$ cat config.mk
export PLATFORM = sky130hd
export DESIGN_NAME = riscv_store_buffer_flat
export DESIGN_NICKNAME = d
export VERILOG_FILES = /design/src/rtl/riscv_store_buffer_pkg.sv /design/src/rtl/riscv_store_buffer_if.sv /design/src/rtl/riscv_load_align.sv /design/src/rtl/riscv_store_buffer.sv /design/src/flat_wrapper.sv
export SDC_FILE = /design/constraint.sdc
export NUM_CORES = 1
export LEC_CHECK = 0
export ABC_CLOCK_PERIOD_IN_PS = 3350
export BUFFER_PORTS_ARGS = -buffer_cell sky130_fd_sc_hd__buf_4
export CORE_ASPECT_RATIO = 1.4
export CORE_MARGIN = 10
export CORE_UTILIZATION = 53
export CTS_BUF_LIST = sky130_fd_sc_hd__clkbuf_2 sky130_fd_sc_hd__clkbuf_4 sky130_fd_sc_hd__clkbuf_8
export CTS_CLUSTER_SIZE = 20
export DETAILED_ROUTE_END_ITERATION = 12
export GPL_TIMING_DRIVEN = 0
export PLACE_DENSITY = 0.79
export SETUP_SLACK_MARGIN = 0.05
export SLEW_MARGIN = 40
export SYNTH_ARGS = -nofsm -noshare
export SYNTH_HDL_FRONTEND = slang
export SYNTH_SLANG_ARGS = --single-unit
$ cat constraint.sdc
create_clock -name i_clk -period 3.35 [get_ports i_clk]
set_input_delay 0.335 -clock i_clk [delete_from_list [all_inputs] [get_ports i_clk]]
set_output_delay 0.335 -clock i_clk [all_outputs]
set_load 0.005 [all_outputs]
$ cat src/rtl/riscv_store_buffer_pkg.sv
// Shared RV32 data-memory configuration (XLEN, address width, funct3 codes)
// plus store-buffer entry type and lane helpers.
`ifndef RISCV_CONFIG_DEFS
`define RISCV_CONFIG_DEFS
`define XLEN 32
`define DMEM_ADDR_BIT 16
`define F3_LB  3'b000
`define F3_LH  3'b001
`define F3_LW  3'b010
`define F3_LBU 3'b100
`define F3_LHU 3'b101
`define F3_SB  3'b000
`define F3_SH  3'b001
`define F3_SW  3'b010
`endif

package riscv_store_buffer_pkg;
  localparam int XLEN          = `XLEN;
  localparam int DMEM_ADDR_BIT = `DMEM_ADDR_BIT;
  localparam int WADDR_BIT     = DMEM_ADDR_BIT - 2;
  localparam int NBYTE         = XLEN / 8;

  localparam logic [2:0] F3_LB  = `F3_LB;
  localparam logic [2:0] F3_LH  = `F3_LH;
  localparam logic [2:0] F3_LW  = `F3_LW;
  localparam logic [2:0] F3_LBU = `F3_LBU;
  localparam logic [2:0] F3_LHU = `F3_LHU;
  localparam logic [2:0] F3_SB  = `F3_SB;
  localparam logic [2:0] F3_SH  = `F3_SH;
  localparam logic [2:0] F3_SW  = `F3_SW;

  typedef enum logic [1:0] {
    SZ_BYTE = 2'd0,
    SZ_HALF = 2'd1,
    SZ_WORD = 2'd2
  } acc_size_e;

  typedef struct packed {
    logic [WADDR_BIT-1:0] waddr;
    logic [XLEN-1:0]      data;
    logic [NBYTE-1:0]     sel;
  } sb_entry_t;

  // Undefined encodings fall through to a word access.
  function automatic acc_size_e acc_size(input logic [2:0] f3);
    case (f3)
      F3_LB, F3_LBU: acc_size = SZ_BYTE;
      F3_LH, F3_LHU: acc_size = SZ_HALF;
      default:       acc_size = SZ_WORD;
    endcase
  endfunction

  function automatic logic is_misaligned(input logic [2:0] f3, input logic [1:0] off);
    case (acc_size(f3))
      SZ_BYTE: is_misaligned = 1'b0;
      SZ_HALF: is_misaligned = off[0];
      default: is_misaligned = (off != 2'b00);
    endcase
  endfunction

  function automatic sb_entry_t make_entry(input logic [DMEM_ADDR_BIT-1:0] addr,
                                           input logic [2:0] f3,
                                           input logic [XLEN-1:0] wdata);
    sb_entry_t e;
    logic [4:0] sh;
    sh      = {addr[1:0], 3'b000};
    e.waddr = addr[DMEM_ADDR_BIT-1:2];
    case (acc_size(f3))
      SZ_BYTE: begin
        e.data = {{(XLEN-8){1'b0}}, wdata[7:0]} << sh;
        e.sel  = 4'b0001 << addr[1:0];
      end
      SZ_HALF: begin
        e.data = {{(XLEN-16){1'b0}}, wdata[15:0]} << sh;
        e.sel  = 4'b0011 << addr[1:0];
      end
      default: begin
        e.data = wdata;
        e.sel  = 4'b1111;
      end
    endcase
    return e;
  endfunction
endpackage

$ cat src/rtl/riscv_store_buffer_if.sv
// Core request/response and data-memory port bundle of the store buffer.
interface riscv_store_buffer_if;
  import riscv_store_buffer_pkg::*;

  logic                 i_req_valid;
  logic                 o_req_ready;
  logic                 i_req_wr;
  logic [2:0]           i_req_funct3;
  logic [DMEM_ADDR_BIT-1:0] i_req_addr;
  logic [XLEN-1:0]      i_req_wdata;
  logic                 o_rsp_valid;
  logic [XLEN-1:0]      o_rsp_rdata;
  logic                 o_misaligned;
  logic                 o_sb_empty;
  logic [WADDR_BIT-1:0] o_dmem_addr;
  logic [XLEN-1:0]      o_dmem_data;
  logic [NBYTE-1:0]     o_dmem_byte_sel;
  logic                 o_dmem_wr_en;
  logic [XLEN-1:0]      i_dmem_data;

  modport slave (
    input  i_req_valid, i_req_wr, i_req_funct3, i_req_addr, i_req_wdata, i_dmem_data,
    output o_req_ready, o_rsp_valid, o_rsp_rdata, o_misaligned, o_sb_empty,
           o_dmem_addr, o_dmem_data, o_dmem_byte_sel, o_dmem_wr_en
  );

  modport master (
    output i_req_valid, i_req_wr, i_req_funct3, i_req_addr, i_req_wdata, i_dmem_data,
    input  o_req_ready, o_rsp_valid, o_rsp_rdata, o_misaligned, o_sb_empty,
           o_dmem_addr, o_dmem_data, o_dmem_byte_sel, o_dmem_wr_en
  );
endinterface

$ cat src/rtl/riscv_load_align.sv
// Combinational load lane extraction and sign/zero extension for RV32I loads.
module riscv_load_align
  import riscv_store_buffer_pkg::*;
(
  input  logic [2:0]      i_funct3,
  input  logic [1:0]      i_byte_off,
  input  logic [XLEN-1:0] i_word,
  output logic [XLEN-1:0] o_data
);
  logic [XLEN-1:0] shifted;

  // funct3[2] marks the unsigned variants (LBU/LHU).
  always_comb begin
    shifted = i_word >> {i_byte_off, 3'b000};
    case (acc_size(i_funct3))
      SZ_BYTE: o_data = {{(XLEN-8){shifted[7] & ~i_funct3[2]}}, shifted[7:0]};
      SZ_HALF: o_data = {{(XLEN-16){shifted[15] & ~i_funct3[2]}}, shifted[15:0]};
      default: o_data = i_word;
    endcase
  end
endmodule

$ cat src/rtl/riscv_store_buffer.sv
// Store buffer: queues stores in a circular FIFO and drains them to data memory
// whenever no load owns the port; loads hitting a pending word stall (no forwarding).
module riscv_store_buffer
  import riscv_store_buffer_pkg::*;
#(
  parameter int SB_DEPTH = 4
)(
  input logic                 i_clk,
  input logic                 i_rstn,
  riscv_store_buffer_if.slave bus
);
  localparam int PTR_W = $clog2(SB_DEPTH);
  localparam logic [PTR_W:0] FULL_CNT = (PTR_W+1)'(SB_DEPTH);

  sb_entry_t fifo_mem [SB_DEPTH];
  sb_entry_t head, req_entry;

  logic [PTR_W-1:0] wr_ptr_q, wr_ptr_d, rd_ptr_q, rd_ptr_d;
  logic [PTR_W:0]   count_q, count_d;
  logic             rsp_valid_q, rsp_valid_d, misaligned_q, misaligned_d;
  logic [XLEN-1:0]  rsp_rdata_q, rsp_rdata_d, load_data;
  logic             req_mis, raw_hazard, req_ready, load_acc, store_acc, drain;

  assign head = fifo_mem[rd_ptr_q];

  riscv_load_align u_load_align (
    .i_funct3   (bus.i_req_funct3),
    .i_byte_off (bus.i_req_addr[1:0]),
    .i_word     (bus.i_dmem_data),
    .o_data     (load_data)
  );

  // A slot is live when its distance from the read pointer is below count.
  always_comb begin
    raw_hazard = 1'b0;
    for (int j = 0; j < SB_DEPTH; j++) begin
      raw_hazard = raw_hazard |
        (({1'b0, PTR_W'(PTR_W'(j) - rd_ptr_q)} < count_q) &&
         (fifo_mem[j].waddr == bus.i_req_addr[DMEM_ADDR_BIT-1:2]));
    end
  end

  // Request acceptance, port arbitration and next-state computation.
  always_comb begin
    req_entry = make_entry(bus.i_req_addr, bus.i_req_funct3, bus.i_req_wdata);
    req_mis   = is_misaligned(bus.i_req_funct3, bus.i_req_addr[1:0]);
    if (!i_rstn) begin
      req_ready = 1'b0;
    end else if (req_mis) begin
      req_ready = 1'b1;
    end else if (bus.i_req_wr) begin
      req_ready = (count_q < FULL_CNT);
    end else begin
      req_ready = ~raw_hazard;
    end
    load_acc  = bus.i_req_valid & req_ready & ~bus.i_req_wr & ~req_mis;
    store_acc = bus.i_req_valid & req_ready &  bus.i_req_wr & ~req_mis;
    drain     = i_rstn & (count_q != '0) & ~load_acc;

    wr_ptr_d = store_acc ? wr_ptr_q + PTR_W'(1) : wr_ptr_q;
    rd_ptr_d = drain     ? rd_ptr_q + PTR_W'(1) : rd_ptr_q;
    case ({store_acc, drain})
      2'b10:   count_d = count_q + (PTR_W+1)'(1);
      2'b01:   count_d = count_q - (PTR_W+1)'(1);
      default: count_d = count_q;
    endcase
    rsp_valid_d  = load_acc;
    rsp_rdata_d  = load_acc ? load_data : rsp_rdata_q;
    misaligned_d = bus.i_req_valid & req_mis;
  end

  // Control and response registers with synchronous active-low reset.
  always_ff @(posedge i_clk) begin
    if (!i_rstn) begin
      wr_ptr_q     <= '0;
      rd_ptr_q     <= '0;
      count_q      <= '0;
      rsp_valid_q  <= 1'b0;
      rsp_rdata_q  <= '0;
      misaligned_q <= 1'b0;
    end else begin
      wr_ptr_q     <= wr_ptr_d;
      rd_ptr_q     <= rd_ptr_d;
      count_q      <= count_d;
      rsp_valid_q  <= rsp_valid_d;
      rsp_rdata_q  <= rsp_rdata_d;
      misaligned_q <= misaligned_d;
    end
  end

  // Entry storage; contents are don't-care until written.
  always_ff @(posedge i_clk) begin
    if (store_acc) begin
      fifo_mem[wr_ptr_q] <= req_entry;
    end
  end

  assign bus.o_req_ready     = req_ready;
  assign bus.o_rsp_valid     = rsp_valid_q;
  assign bus.o_rsp_rdata     = rsp_rdata_q;
  assign bus.o_misaligned    = misaligned_q;
  assign bus.o_sb_empty      = (count_q == '0);
  assign bus.o_dmem_addr     = load_acc ? bus.i_req_addr[DMEM_ADDR_BIT-1:2] : head.waddr;
  assign bus.o_dmem_data     = head.data;
  assign bus.o_dmem_byte_sel = head.sel;
  assign bus.o_dmem_wr_en    = drain;
endmodule

$ cat src/flat_wrapper.sv
// flat-port wrapper written by rule: the top's interface ports become plain ports
module riscv_store_buffer_flat import riscv_store_buffer_pkg::*;
#(
  parameter int SB_DEPTH = 4
)
  (i_clk, i_rstn, bus_i_req_valid, bus_i_req_wr, bus_i_req_funct3, bus_i_req_addr, bus_i_req_wdata, bus_i_dmem_data, bus_o_req_ready, bus_o_rsp_valid, bus_o_rsp_rdata, bus_o_misaligned, bus_o_sb_empty, bus_o_dmem_addr, bus_o_dmem_data, bus_o_dmem_byte_sel, bus_o_dmem_wr_en);
  riscv_store_buffer_if bus_i ();
  input logic i_clk;
  input logic i_rstn;
  input wire logic [$bits(bus_i.i_req_valid)-1:0] bus_i_req_valid;
  input wire logic [$bits(bus_i.i_req_wr)-1:0] bus_i_req_wr;
  input wire logic [$bits(bus_i.i_req_funct3)-1:0] bus_i_req_funct3;
  input wire logic [$bits(bus_i.i_req_addr)-1:0] bus_i_req_addr;
  input wire logic [$bits(bus_i.i_req_wdata)-1:0] bus_i_req_wdata;
  input wire logic [$bits(bus_i.i_dmem_data)-1:0] bus_i_dmem_data;
  output wire logic [$bits(bus_i.o_req_ready)-1:0] bus_o_req_ready;
  output wire logic [$bits(bus_i.o_rsp_valid)-1:0] bus_o_rsp_valid;
  output wire logic [$bits(bus_i.o_rsp_rdata)-1:0] bus_o_rsp_rdata;
  output wire logic [$bits(bus_i.o_misaligned)-1:0] bus_o_misaligned;
  output wire logic [$bits(bus_i.o_sb_empty)-1:0] bus_o_sb_empty;
  output wire logic [$bits(bus_i.o_dmem_addr)-1:0] bus_o_dmem_addr;
  output wire logic [$bits(bus_i.o_dmem_data)-1:0] bus_o_dmem_data;
  output wire logic [$bits(bus_i.o_dmem_byte_sel)-1:0] bus_o_dmem_byte_sel;
  output wire logic [$bits(bus_i.o_dmem_wr_en)-1:0] bus_o_dmem_wr_en;
  assign bus_i.i_req_valid = bus_i_req_valid;
  assign bus_i.i_req_wr = bus_i_req_wr;
  assign bus_i.i_req_funct3 = bus_i_req_funct3;
  assign bus_i.i_req_addr = bus_i_req_addr;
  assign bus_i.i_req_wdata = bus_i_req_wdata;
  assign bus_i.i_dmem_data = bus_i_dmem_data;
  assign bus_o_req_ready = bus_i.o_req_ready;
  assign bus_o_rsp_valid = bus_i.o_rsp_valid;
  assign bus_o_rsp_rdata = bus_i.o_rsp_rdata;
  assign bus_o_misaligned = bus_i.o_misaligned;
  assign bus_o_sb_empty = bus_i.o_sb_empty;
  assign bus_o_dmem_addr = bus_i.o_dmem_addr;
  assign bus_o_dmem_data = bus_i.o_dmem_data;
  assign bus_o_dmem_byte_sel = bus_i.o_dmem_byte_sel;
  assign bus_o_dmem_wr_en = bus_i.o_dmem_wr_en;
  riscv_store_buffer #(.SB_DEPTH(SB_DEPTH)) u_core (.i_clk(i_clk), .i_rstn(i_rstn), .bus(bus_i));
endmodule
==> results_dict.tcl <==
set metrics [dict create \
    outcome "complete, no violations" \
    drive_above_1_share_pct 38.3 \
    diodes 0 \
    drv_cap 0 \
    critPathLaunchType "flip-flop" \
    antenna_found_initial 0 \
    ctsHoldBuffers 0 \
    setup-violations-final 0 \
    rows 62 \
    p_leak_nw 4.94 \
    routabilityCongestion 0.915 \
    critPathRequiredTime_ns 3.79 \
    worstReg2RegEnd "u_core.count_q[2]" \
    cp_max_fo 4 \
    fp.dieArea_um2 27300 \
    postSynthAreaPerCell_um2 14.8 \
    path_cells "xnor2_2 -> inv_1 -> ha_2 -> a2111oi_4 -> nand4_1 -> a21oi_2 -> nor3b_4 -> buf_6 -> nor2_4 -> and2_4 -> ha_4 -> inv_1 -> fa_2 -> xor2_1 -> or3_1 -> a21boi_1" \
    cp.depth 16 \
    firstDrtPassIters 5 \
    synth_ff_type "edfxtp_1" \
    setup-tns-final_ns 0 \
    peakVddDrop_mv 0.335 \
    total_power_mw 7.05 \
    hold-worst-slack_ns 0.0138 \
    hold_path_class "input pin to flip-flop" \
    final_common_cell "edfxtp_1" \
    p_per_area_nw_per_um2 513 \
    cpMaxStageDelayCell "dfxtp_4" \
    relSlewSlack_pct 48.9 \
    core_um2 20600 \
    cts_tree "built" \
    synth.distinct_cells 56 \
    worst_setup_path_end_kind "flip-flop" \
    ys_ff_latch 243 \
    hold_violations 0 \
    cts_htree_levels 2 \
    clock-root-buffer "clkbuf_8" \
    n_fill_cell 1444 \
    final-max-slew-violation-count 0 \
    path_clk_slew_ns 0.07 \
    crit_type "flip-flop to flip-flop" \
    synthArstFlopShare_pct 0 \
    clk_latency_ns 0.53 \
    ios 174 \
    grt_max_degree 37 \
    die_h_um 191 \
    min_period_ns 3.18 \
    r2r_setup_slack_ns 0.17 \
    totalWireLength_um 29800 \
    rr_worst_depth 16 \
    post-route-period-util_pct 95.0 \
    regArea_um2 6880 \
    track_usage_pct 21.2 \
    synth-edff-count 200 \
    grt_pass1_vias 7880 \
    wl_per_cell_um 23.8 \
    fin_worst_skew_ns 0.0313 \
    grt_pass1_wl_um 44800 \
    yosysSeqAreaShare_pct 61.7 \
    syn_area_um2 11100 \
    port_buffers 171 \
    vias_per_cell 5.95 \
    vias 7441 \
    rsz0062_at_grt "no" \
    dieWidth_um 142 \
    final_cell_mix "200 x edfxtp_1, 181 x buf_4, 55 x nand2_1, 50 x mux4_2, 46 x xor2_1" \
    critical-path-top-delay-family "simple AND/OR/NAND/NOR gates" \
    initial_core_util_pct 54.1 \
    crit_path_start "u_core.rd_ptr_q[0]" \
    drc_errors 0 \
    min-delay-start "bus_i_req_addr[5]" \
    post-dp-hpwl_um 21600 \
    r2r-start "u_core.rd_ptr_q[0]" \
    grt_overflow 0 \
    whs_path_depth 1 \
    worst-path-buf-inv 3 \
    syn_inst 750 \
    path_common_cell "inv_1" \
    arrival_ns 3.63 \
    cts_buffers 36 \
    drt-initial-drc-count 654 \
    fin_nets 1070 \
    cp_slowest_stage_delay_ns 0.36 \
    antenna_left 0 \
    fmax_mhz 314 \
    hold-path-endpoint "u_core.fifo_mem[1][39]" \
    tightestPinTransition_ns 0.766 \
    clock_path_buffers 3 \
    yosys_warnings 0 \
    cts_sinks 243 \
    syn-num-nets 847 \
    area_growth_pct 23.4 \
    multi_input_area_um2 4030 \
]
==> synthesized netlist by cell type, drive strengths merged, types with 2 or more instances <==
cell type  instances  area, µm²
xor2              46        403
mux2i             14        140
o31ai              2       15.0
mux2              20        225
mux4              50       1130
nor4               7       50.1
dfxtp             43        861
xnor2             14        123
nor2b             13       81.3
o211ai            10       75.1
a21oi             15       78.8
and2              33        206
inv               14       52.6
nor3               4       20.0
nand4              5       31.3
o221ai             3       26.3
o2111ai            6       52.6
buf               33        193
a32oi              6       52.6
a22oi             21        158
and3               3       18.8
ha                 9        113
o21ai             44        224
nor2              11       43.8
nand2             55        206
o221a             16        180
clkbuf            28        105
edfxtp           200       6010
a2111oi            4       41.3
nand3              2       10.0
o211a              4       40.0
==> routing by layer <==
metal | global-route usage, % | routed length [µm] | up-vias
li1 | - | - | 3355
met1 | 24.4 | 10900 | 3657
met2 | 36.8 | 15600 | 354
met3 | 3.90 | 2080 | 75
met4 | 10.6 | 1260 | 0
met5 | 0 | 0 | -
==> per-stage QoR <==
stage                     cells  utilization, %  area (µm²)  setup slack, ns
after floorplan             750               -       11100           0.0903
after global placement     1177            61.9       12700           -0.789
after detailed placement   1181            62.4       12800           -0.447
after CTS                  1249            66.6       13700           0.0757
after global routing       1251            66.8       13700           0.0539
final                      1251            66.8       13700            0.169
==> state kept, by name, summed over array words and instances (netlist names), named ones only <==
register,flops
u_core.fifo_mem,200
u_core.bus.o_rsp_rdata,32
u_core.count_q,3
u_core.rd_ptr_q,2
u_core.wr_ptr_q,2
u_core.bus.o_misaligned,1
u_core.bus.o_rsp_valid,1
==> worst register-to-register path, stage by stage, from the launching register on <==
cell and delay (ns):
dfxtp_4 0.36, xnor2_2 0.18, inv_1 0.07, ha_2 0.21, a2111oi_4 0.28, nand4_1 0.18
a21oi_2 0.23, nor3b_4 0.09, buf_6 0.13, nor2_4 0.08, and2_4 0.18, ha_4 0.15
inv_1 0.05, fa_2 0.32, xor2_1 0.15, or3_1 0.30, a21boi_1 0.14
==> worst max path at each step <==
stage                        endpoint  slack [ns]
3_3_place_gp   u_core.fifo_mem[1][26]       -0.79
5_1_grt             u_core.count_q[2]        0.05
6_report            u_core.count_q[2]        0.17
3_5_place_dp        u_core.count_q[2]       -0.45
2_1_floorplan       u_core.count_q[2]        0.09
4_1_cts             u_core.count_q[2]        0.08
==> where the power goes <==
group | switching [mW] | internal [mW] | total, mW
Sequential | 0.0312 | 3.33 | 3.36
Combinational | 0.618 | 0.655 | 1.27
Clock | 1.08 | 1.33 | 2.42
==> logic make-up (layout without fill, tap and decap cells) <==
logic type / count (synthesis) / count (layout) / share of synthesized area, %
XOR/XNOR: 60 / 60 / 4.72
buffers and inverters: 75 / 320 / 3.15
AO/OA/AOI/OAI: 140 / 140 / 9.42
multiplexers: 84 / 84 / 13.4
AND/OR/NAND/NOR: 138 / 138 / 6.40
flip-flops: 243 / 243 / 61.7
adder cells (fa/ha/maj): 10 / 10 / 1.19
==> what timing repair did <==
| action | CTS | global route |
|---|---|---|
| setup buffers | 8 | 2 |
| pin swaps | 10 | 6 |
| gates resized for setup | 26 | 4 |
| endpoints found under the setup margin | 17 | 12 |
==> final cells by class <==
class                   count  share of cell area [%]
flip-flops and latches    243                    50.1
multi-input cells         432                    29.3
repair buffers            185                    10.5
clock buffers              49                    4.45
well taps                 256                    2.33
plain buffers              61                    2.18
clock inverters            11                   0.747
inverters                  14                   0.383
Power figures use the tool's default switching activity.
